### src/rtl/dram_pkg.sv
// Shared dispatch-RAM definitions: word layout, sizes, diagnostic function codes
// and loader states. The IR board imports this package to unpack the same word.
package dram_pkg;

    localparam int unsigned DRAM_SIZE  = 512;
    localparam int unsigned DRAM_WIDTH = 15;
    localparam int unsigned DRAM_AW    = $clog2(DRAM_SIZE);
    localparam int unsigned DIAG_W     = 36;
    localparam int unsigned PAYLOAD_W  = DRAM_WIDTH - 1;

    // {A[0:2], B[0:2], P, J[1:4], J[7:10]}, MSB first
    typedef struct packed {
        logic [2:0] a;
        logic [2:0] b;
        logic       p;
        logic [3:0] j1_4;
        logic [3:0] j7_10;
    } tDRAMword;

    typedef enum logic [2:0] {
        F_LDAR   = 3'd0,
        F_AB     = 3'd1,
        F_P      = 3'd2,
        F_J1_4   = 3'd3,
        F_J7_10  = 3'd4,
        F_COMMIT = 3'd5,
        F_READ   = 3'd6,
        F_CLR    = 3'd7
    } tDRAMfunc;

    typedef enum logic [1:0] {
        ST_IDLE  = 2'd0,
        ST_WRITE = 2'd1,
        ST_READ  = 2'd2,
        ST_CHECK = 2'd3
    } tLoaderState;

    // The 14 bits that the parity bit covers
    function automatic logic [PAYLOAD_W-1:0] dram_payload(input tDRAMword w);
        return {w.a, w.b, w.j1_4, w.j7_10};
    endfunction

endpackage

### src/rtl/dram_parity.sv
// Odd-parity generator for the 14 payload bits of a DRAM word.
// Only instantiated when DRAM_PAR_GEN_EN is defined.
module dram_parity
    import dram_pkg::*;
(
    input  logic [PAYLOAD_W-1:0] data,
    output logic                 p_c
);

    // P makes the full 15-bit word carry an odd number of ones
    assign p_c = ~(^data);

endmodule

### src/rtl/dram_loader.sv
// Diagnostic write/verify engine for the 512x15 dispatch RAM (port b).
// Stages a word through diagnostic functions, writes it, reads it back,
// compares and auto-increments the address.
// Build option: DRAM_PAR_GEN_EN -- generate P as odd parity instead of staging it.
module dram_loader
    import dram_pkg::*;
(
    input  logic                  clk,
    input  logic                  reset,
    input  logic                  diagLoad,
    input  logic [2:0]            diagSel,
    input  logic [DIAG_W-1:0]     diagData,
    output logic                  busy,
    output logic                  done,
    output logic                  mismatch,
    output logic                  overrun,
    output logic [DRAM_AW-1:0]    addr,
    output logic [DRAM_WIDTH-1:0] rdData,
    output logic [DRAM_AW-1:0]    memAddr,
    output logic [DRAM_WIDTH-1:0] memDin,
    output logic                  memWe,
    output logic                  memEn,
    input  logic [DRAM_WIDTH-1:0] memDout
);

    localparam logic [1:0] S_IDLE  = ST_IDLE;
    localparam logic [1:0] S_WRITE = ST_WRITE;
    localparam logic [1:0] S_READ  = ST_READ;
    localparam logic [1:0] S_CHECK = ST_CHECK;

    logic [1:0]            state_q,     state_d;
    logic                  is_commit_q, is_commit_d;
    tDRAMword              staged_q,    staged_d;
    logic [DRAM_AW-1:0]    addr_q,      addr_d;
    logic [DRAM_WIDTH-1:0] rd_data_q,   rd_data_d;
    logic                  mismatch_q,  mismatch_d;
    logic                  overrun_q,   overrun_d;
    logic                  busy_q,      busy_d;
    logic                  done_q,      done_d;
    logic [DRAM_AW-1:0]    mem_addr_q,  mem_addr_d;
    logic [DRAM_WIDTH-1:0] mem_din_q,   mem_din_d;
    logic                  mem_we_q,    mem_we_d;
    logic                  mem_en_q,    mem_en_d;

    tDRAMword word_c;
    tDRAMfunc func_c;
    logic     diag_unused_c;

    assign func_c = tDRAMfunc'(diagSel);

`ifdef DRAM_PAR_GEN_EN
    logic [PAYLOAD_W-1:0] payload_c;
    logic                 par_c;

    assign payload_c     = dram_payload(staged_q);
    assign diag_unused_c = ^{diagData[DIAG_W-1:9], staged_q.p};

    dram_parity u_parity (
        .data (payload_c),
        .p_c  (par_c)
    );

    // Word actually written: staged fields with generated parity
    always_comb begin
        word_c   = staged_q;
        word_c.p = par_c;
    end
`else
    assign diag_unused_c = ^diagData[DIAG_W-1:9];

    // Word actually written: staged fields verbatim, P included
    always_comb begin
        word_c = staged_q;
    end
`endif

    // Next-state, staging, sticky flags and port-b drive
    always_comb begin
        state_d     = state_q;
        is_commit_d = is_commit_q;
        staged_d    = staged_q;
        addr_d      = addr_q;
        rd_data_d   = rd_data_q;
        mismatch_d  = mismatch_q;
        overrun_d   = overrun_q;

        case (state_q)
            S_IDLE: begin
                if (diagLoad) begin
                    case (func_c)
                        F_LDAR: begin
                            addr_d   = diagData[DRAM_AW-1:0];
                            staged_d = '0;
                        end
                        F_AB: begin
                            staged_d.a = diagData[5:3];
                            staged_d.b = diagData[2:0];
                        end
                        F_P: begin
`ifndef DRAM_PAR_GEN_EN
                            staged_d.p = diagData[0];
`endif
                        end
                        F_J1_4:  staged_d.j1_4  = diagData[3:0];
                        F_J7_10: staged_d.j7_10 = diagData[3:0];
                        F_COMMIT: begin
                            state_d     = S_WRITE;
                            is_commit_d = 1'b1;
                        end
                        F_READ: begin
                            state_d     = S_READ;
                            is_commit_d = 1'b0;
                        end
                        F_CLR: begin
                            mismatch_d = 1'b0;
                            overrun_d  = 1'b0;
                        end
                        default: ;
                    endcase
                end
            end
            S_WRITE: state_d = S_READ;
            S_READ:  state_d = S_CHECK;
            S_CHECK: begin
                state_d   = S_IDLE;
                rd_data_d = memDout;
                if (is_commit_q) begin
                    if (tDRAMword'(memDout) != word_c) begin
                        mismatch_d = 1'b1;
                    end
                    addr_d = addr_q + DRAM_AW'(1);
                end
            end
            default: state_d = S_IDLE;
        endcase

        // Any strobe during a sequence is dropped and flagged
        if (diagLoad && busy_q) begin
            overrun_d = 1'b1;
        end

        busy_d     = (state_d != S_IDLE);
        done_d     = (state_d == S_CHECK);
        mem_en_d   = (state_d == S_WRITE) || (state_d == S_READ);
        mem_we_d   = (state_d == S_WRITE);
        mem_addr_d = addr_q;
        mem_din_d  = word_c;
    end

    // Registers with synchronous reset
    always_ff @(posedge clk) begin
        if (reset) begin
            state_q     <= S_IDLE;
            is_commit_q <= 1'b0;
            staged_q    <= '0;
            addr_q      <= '0;
            rd_data_q   <= '0;
            mismatch_q  <= 1'b0;
            overrun_q   <= 1'b0;
            busy_q      <= 1'b0;
            done_q      <= 1'b0;
            mem_addr_q  <= '0;
            mem_din_q   <= '0;
            mem_we_q    <= 1'b0;
            mem_en_q    <= 1'b0;
        end else begin
            state_q     <= state_d;
            is_commit_q <= is_commit_d;
            staged_q    <= staged_d;
            addr_q      <= addr_d;
            rd_data_q   <= rd_data_d;
            mismatch_q  <= mismatch_d;
            overrun_q   <= overrun_d;
            busy_q      <= busy_d;
            done_q      <= done_d;
            mem_addr_q  <= mem_addr_d;
            mem_din_q   <= mem_din_d;
            mem_we_q    <= mem_we_d;
            mem_en_q    <= mem_en_d;
        end
    end

    assign busy     = busy_q;
    assign done     = done_q;
    assign mismatch = mismatch_q;
    assign overrun  = overrun_q;
    assign addr     = addr_q;
    assign rdData   = rd_data_q;
    assign memAddr  = mem_addr_q;
    assign memDin   = mem_din_q;
    assign memWe    = mem_we_q;
    assign memEn    = mem_en_q;

endmodule

### config.mk
export PLATFORM = sky130hd
export DESIGN_NAME = dram_loader
export DESIGN_NICKNAME = d
export VERILOG_FILES = /design/src/rtl/dram_pkg.sv /design/src/rtl/dram_parity.sv /design/src/rtl/dram_loader.sv
export SDC_FILE = /design/constraint.sdc
export NUM_CORES = 1
export LEC_CHECK = 0
export ABC_CLOCK_PERIOD_IN_PS = 2300
export BUFFER_PORTS_ARGS = -buffer_cell sky130_fd_sc_hd__buf_4
export CORE_MARGIN = 3
export CORE_UTILIZATION = 45
export CTS_BUF_LIST = sky130_fd_sc_hd__clkbuf_2
export CTS_CLUSTER_DIAMETER = 40
export DETAILED_ROUTE_END_ITERATION = 16
export GPL_ROUTABILITY_DRIVEN = 0
export PLACE_DENSITY = 0.74
export REMOVE_ABC_BUFFERS = 1
export SYNTH_ARGS = -nofsm -noshare
export SYNTH_HDL_FRONTEND = slang
export SYNTH_SLANG_ARGS = --single-unit
### constraint.sdc
create_clock -name clk -period 2.3 [get_ports clk]
set_input_delay 0.23 -clock clk [delete_from_list [all_inputs] [get_ports clk]]
set_output_delay 0.23 -clock clk [all_outputs]
set_load 0.05 [all_outputs]
==> metrics.md, run 1 <==
| Metric | Value |
|---|---|
| Fin worst setup slack | `between 300 and 400 ps` |
| Post-synth EDFFs | `0` |
| Placed instance count | `462` |
| Gr ovfl total | `0` |
| # Max-Cap Violations | `0` |
| Mux contribution to synthesized area | `0.0608` |
| Largest net degree at the start of global routing | `41` |
| Adder-cell share of the synthesized area | `0.0296` |
| Input/output buffers | `83` |
| Fin nets | `485` |
| FFs w/ async S/R, synth | `0` |
| Slew @ Worst Pin | `679 ps` |
| Die height | `87.1 um` |
| Core box area | `6130 um2` |
| Top FF cell, synth | `dfxtp_1` |
| CP arrival | `2290 ps` |
| FF+latch count, synth | `72` |
| Count leader, synth | `dfxtp_1` |
| Syn-to-layout area delta | `32.9%` |
| Post-synth top cells | `72 x dfxtp_1, 31 x nor2b_1, 27 x nor2_1` |
| Final setup fails | `0` |
| Htree depth | `3` |
| Slew margin rel. | `0.547` |
| Run status | `completed` |
| Element type at the critical path start | `register` |
| XOR/XNOR Fraction of Synth Area | `0.0444` |
| Ports | `111` |
| Largest family of logic cells by synthesized area | `simple AND/OR/NAND/NOR gates` |
| Capturing point of the worst reg2reg path | `mem_din_d[5]` |
| Leading post-synthesis cells by cell area | `dfxtp_1 49%, nor2b_1 6.5%, mux2i_1 6.1%` |
| Hold WS | `76.2 ps` |
| Worst skew pair latency | `between 400 and 500 ps` |
| Global-route wire length before repair | `between 10000 and 15000 um` |
| Power Density | `581 nW/um2` |
| WL per Instance | `14.2 um` |
| CTS Root Cell | `clkbuf_2` |
| Initial antenna violation count | `0` |
| Most area-hungry cell type in the Yosys netlist | `dfxtp_1` |
| Vias per Instance | `5.15` |
| Via Count | `2574` |
| N_diodes | `0` |
| Pre-CTS setup slack | `roughly 410 ps` |
| Post-synth top area share | `0.487` |
| Num CTS Buffers | `9` |
| Chip width | `87.1 um` |
| Kind of critical path | `register to register` |
| Leak Pwr | `1.61 nW` |
| Clock Pin Slew Worst Setup and Hold Paths | `180 ps` |
| Post-DP HPWL | `4870 um` |
| VDD IR-drop max | `512 uV` |
| CTS sink cnt | `72` |
| WHS Path Cells | `3` |
| Slew Viols, Final | `0` |
| Row count | `28` |
| Number of global-route vias before repair | `2410` |
| Synth Area in Compound Gates | `0.115` |
| Reg2Reg Setup Slack | `around 380 ps` |
| Simple-gate portion of the synthesized area | `0.219` |
| DRT Pass-1 Iters | `4` |
| Worst r2r src | `state_q[0]` |
| Final wirelength | `7120 um` |
| Initial core utilization | `0.483` |
| Avg Inst Size Synth | `9.25 um2` |
| Overall Global Routing Usage | `0.198` |
| CP max FO | `10` |
| Final Skew | `27.3 ps` |
| Hold Crit Endpoint | `mem_din_d[8]` |
| Worst r2r path cells | `7` |
| Tightest Hold Check Type | `input pin to register` |
| CTS tree | `done` |
| # fillers | `530` |
| Total Power | `2.29 mW` |
| Crit path time final | `~1900 ps` |
| Crit end category | `register` |
| RSZ-0062 raised after global routing | `false` |
| CTS max path bufs | `2` |
| Setup TNS | `0 ps` |
| Layout cell share with drive strength beyond 1 | `0.254` |
| Fin cells | `500` |
| Synth unique cells | `40` |
| YS warnings | `0` |
| Synth Cell Area | `2960 um2` |
| Starting DRT DRC Count | `between 90 and 100` |
| Max Freq | `between 500 and 600 MHz` |
| Overall die area | `7590 um2` |
| Period utilization | `0.833` |
| ANT nets after route | `0` |
| Critical path data required time | `2680 ps` |
| Hold_sp | `diagSel[1]` |
| Cells after synthesis | `320` |
| Final hold violation count | `0` |
| DRC viols | `0` |
| Sequential share of the synthesized area | `0.487` |
-- cell families (layout without fill, tap and decap cells) --
| logic type | count (synthesis) | after routing |
|---|---|---|
| xor gates and xnor gates | 15 | 15 |
| buffers and inverters | 27 | 132 |
| adders and majority gates | 7 | 7 |
| muxes | 18 | 18 |
| DFF | 72 | 72 |
| and+or+nand+nor | 128 | 128 |
| AOI/OAI and AO/OA | 53 | 53 |
-- state kept, by name (all words and copies together), names as in the netlist --
register     flops
done             1
overrun          1
state_q          2
is_commit_q      1
memWe            1
mem_din_d       15
addr             9
memEn            1
mismatch         1
busy             1
memDin          15
rdData          15
memAddr          9
-- worst max-delay path by stage --
stage / slack [ps] / endpoint / startpoint / cells after the start
3_5_place_dp: 410 / mem_din_d[7] / state_q[0] / 7
3_3_place_gp: 470 / mem_din_d[6] / state_q[0] / 7
5_1_grt: 210 / addr[7] / state_q[1] / 6
2_1_floorplan: 20 / addr[7] / state_q[1] / 5
4_1_cts: 390 / mem_din_d[5] / state_q[0] / 7
6_report: 380 / mem_din_d[5] / state_q[0] / 7
-- per-stage QoR --
stage / instance area (um2) / util
4_1_cts: 3930 / 0.640
5_1_grt: 3940 / 0.642
3_5_place_dp: 3600 / 0.588
6_report: 3940 / 0.642
2_1_floorplan: 2860 / -
3_3_place_gp: 3600 / 0.588
-- layer usage --
layer  global-route usage  wire length (um)
met1                0.259              3110
met2                0.320              3440
met3               0.0416               515
met4               0.0767                53
met5                    0                 0
-- cell type report --
| cell class | instances | area (um2) | share of cell area |
|---|---|---|---|
| sequential | 72 | 1440 | 0.366 |
| multi-input combinational | 221 | 1390 | 0.353 |
| timing repair buffer | 110 | 883 | 0.224 |
| tap | 75 | 93.8 | 0.0238 |
| clock buffer | 11 | 55.1 | 0.0140 |
| clock inverter | 4 | 46.3 | 0.0118 |
| inverter | 7 | 26.3 | 0.00668 |
-- power breakdown --
part | switching (mW) | internal (mW) | leakage, nW
clock | 0.417 | 0.250 | 0.0654
sequential | 0.0219 | 1.28 | 0.582
combinational | 0.184 | 0.137 | 0.966
total | 0.623 | 1.66 | 1.61
-- critical path: stages (launching register included) --
cell and delay [ps]:
dfxtp_1 360, inv_1 110, ha_1 400, nand2_2 140
or3_4 380, a21oi_2 150, nor2_1 90, a22o_1 220
-- cell usage in the layout, fill, tap and decap left out, drive strengths merged, types with 3 or more instances in the layout --
master and count:
o21ai 10, a21oi 23, nor2 27, clkbuf 11, xnor2 15, buf 87
dfxtp 72, inv 7, nand4 5, nand2 24, or3 3, nand2b 5
mux2i 18, nor3 11, dlygate4sd3 23, a22o 4, nand3 17, ha 7
nor2b 31
-- timing repair --
action	CTS	global route
setup buffers	0	0
hold endpoints to repair	25	1
setup endpoints to repair	0	0
hold buffers	22	1
resized for setup	0	0
Note: power is estimated with default switching activity, not from simulation.
==> run 2: changes to the inputs <==
ABC_CLOCK_PERIOD_IN_PS = 1690   (was 2300)
PLACE_DENSITY = 0.77   (was 0.74)
clock period = 1.69 ns   (was 2.3 ns; I/O delays follow)
==> run 2 against run 1 <==
  * Final area increased by 7.6%
  * Critical endpoint is now mem_din_d[6]
  * Largest cell class is now multi-input gates
  * Largest power group unchanged
  * Via count grew 5.2%
  * Die area is the same
  * Sequential share of layout area shrank 2.5 points
  * Hold slack got worse by 5.3 ps
  * Critical path depth unchanged
  * Register-to-register slack got worse by 270 ps
  * Non-clock buffer count up 27
  * Clock power grew 37%
  * Combinational power is 52% higher
==> metrics.md, run 2 (same netlist as run 1, synthesis figures left out) <==
| Metric | Value |
|---|---|
| Kind of critical path | `register to register (unchanged)` |
| Metal3 WL | `517 um (was 515 um)` |
| Slew margin rel. | `0.813 (was 0.547)` |
| Global-route wire length before repair | `12200 um (was 11800 um)` |
| Via Count | `2709 (was 2574)` |
| Slew Viols, Final | `0 (unchanged)` |
| Initial antenna violation count | `0 (unchanged)` |
| Tightest Hold Check Type | `input pin to register (unchanged)` |
| Element type at the critical path start | `register (unchanged)` |
| ANT nets after route | `0 (unchanged)` |
| Core box area | `6130 um2 (unchanged)` |
| CTS sink cnt | `72 (unchanged)` |
| Overall Global Routing Usage | `0.203 (was 0.198)` |
| Crit path time final | `1580 ps (was 1920 ps)` |
| Slew @ Worst Pin | `281 ps (was 679 ps)` |
| Final Skew | `20.4 ps (was 27.3 ps)` |
| Most common cell after layout, fill and taps aside | `buf_4 (unchanged)` |
| Die height | `87.1 um (unchanged)` |
| Leak Pwr | `1.73 nW (was 1.61 nW)` |
| VDD IR-drop max | `647 uV (was 512 uV)` |
| CP arrival | `1980 ps (was 2290 ps)` |
| Layout cell share with drive strength beyond 1 | `0.321 (was 0.254)` |
| # Max-Cap Violations | `0 (unchanged)` |
| WL per Instance | `14.3 um (was 14.2 um)` |
| Worst skew pair latency | `500 ps (was 480 ps)` |
| Fin worst setup slack | `115 ps (was 384 ps)` |
| Number of global-route vias before repair | `2710 (was 2410)` |
| Met2 wire len | `3860 um (was 3440 um)` |
| Final wirelength | `7510 um (was 7120 um)` |
| WHS Path Cells | `4 (was 3)` |
| Pre-CTS setup slack | `-73.1 ps (was 408 ps)` |
| Post-DP HPWL | `5100 um (was 4870 um)` |
| Period utilization | `0.932 (was 0.833)` |
| Max Freq | `635 MHz (was 522 MHz)` |
| Row count | `28 (unchanged)` |
| Critical path data required time | `2100 ps (was 2680 ps)` |
| CP max FO | `9 (was 10)` |
| RSZ-0062 raised after global routing | `false (unchanged)` |
| CTS tree | `done (unchanged)` |
| Top Layer Used | `met4 (unchanged)` |
| DRT Pass-1 Iters | `4 (unchanged)` |
| Most frequent cells in the layout | `107 x buf_4, 69 x dfxtp_1, 31 x nor2b_1, 27 x nor2_1, 27 x dlygate4sd3_1 (was 87 x buf_4, 72 x dfxtp_1, 31 x nor2b_1, 27 x nor2_1)` |
| Placed inst area | `3720 um2 (was 3600 um2)` |
| Htree depth | `3 (unchanged)` |
| Initial core utilization | `0.483 (unchanged)` |
| Largest net degree at the start of global routing | `28 (was 41)` |
| Overall die area | `7590 um2 (unchanged)` |
| Syn-to-layout area delta | `43.0% (was 32.9%)` |
| Gr ovfl total | `0 (unchanged)` |
| Vias per Instance | `5.14 (was 5.15)` |
| Fin nets | `512 (was 485)` |
| Post-Route M1 WL | `3070 um (was 3110 um)` |
| Chip width | `87.1 um (unchanged)` |
| CTS Root Cell | `clkbuf_2 (unchanged)` |
| Final hold violation count | `0 (unchanged)` |
| Worst r2r path cells | `7 (unchanged)` |
| N_diodes | `0 (unchanged)` |
| Run status | `completed (unchanged)` |
| CTS max path bufs | `2 (unchanged)` |
| Ports | `111 (unchanged)` |
| Post-route cell area | `4230 um2 (was 3940 um2)` |
| Starting DRT DRC Count | `120 (was 95)` |
| Final setup fails | `0 (unchanged)` |
| Input/output buffers | `83 (unchanged)` |
| Crit end category | `register (unchanged)` |
| Clock Pin Slew Worst Setup and Hold Paths | `190 ps (was 180 ps)` |
| DRC viols | `0 (unchanged)` |
| Num CTS Buffers | `9 (unchanged)` |
| Power Density | `749 nW/um2 (was 581 nW/um2)` |
[run 2: per-layer routing]
| layer | vias to the layer above | global-route usage |
|---|---|---|
| met5 | - | 0 |
| met4 | 0 | 0.0642 |
| met3 | 10 | 0.0464 |
| met2 | 82 | 0.365 |
| met1 | 1278 | 0.237 |
| li1 | 1339 | - |
[run 2: final timing paths]
check | from | endpoint | slack, ps
setup reg to reg | state_q[0] | mem_din_d[6] | 110
hold reg to reg | mem_din_d[3] | memDin[3] | 480
setup / recovery | state_q[0] | mem_din_d[6] | 110
hold / removal | diagData[7] | addr[7] | 70
[run 2: timing repair]
item | 4_1_cts | 5_1_grt
hold buffers | 27 | 0
endpoints found under the hold margin | 34 | 0
cloned | 0 | 0
buffers inserted | 0 | 7
resized for setup | 4 | 16
pin swaps | 0 | 0
setup endpoints to repair | 19 | 24
[run 2: layout make-up]
class                   instances  area (um2)
clock buffers                   9        45.0
clock inverters                 6        61.3
fillers                       476        1900
inverters                       7        30.0
multi-input cells             221        1460
flip-flops and latches         72        1450
well taps                      75        93.8
repair buffers                137        1100
[run 2: where the power goes]
part / switching [mW] / total (mW) / internal [mW]
logic: 0.268 / 0.489 / 0.221
registers: 0.0307 / 1.77 / 1.74
clock network: 0.589 / 0.913 / 0.324
total: 0.887 / 3.17 / 2.28
[run 2: critical path, cell delays in order (launching register included)]
cell     delay (ps)
dfxtp_1         340
inv_1           100
ha_4            200
nand2_2          90
or3_4           340
a21oi_2         130
nor2_1           80
a22o_1          200
[run 2: per-stage QoR]
stage,setup TNS (ps),power (mW),hold WS [ps],instances,util
detailed placement,-376,2.22,432,478,0.608
CTS,0,3.17,68.4,520,0.671
floorplan,-4780,2.01,234,300,-
finish,0,3.17,70.9,527,0.691
global placement,-146,2.21,424,478,0.608
global route,0,3.30,149,527,0.691
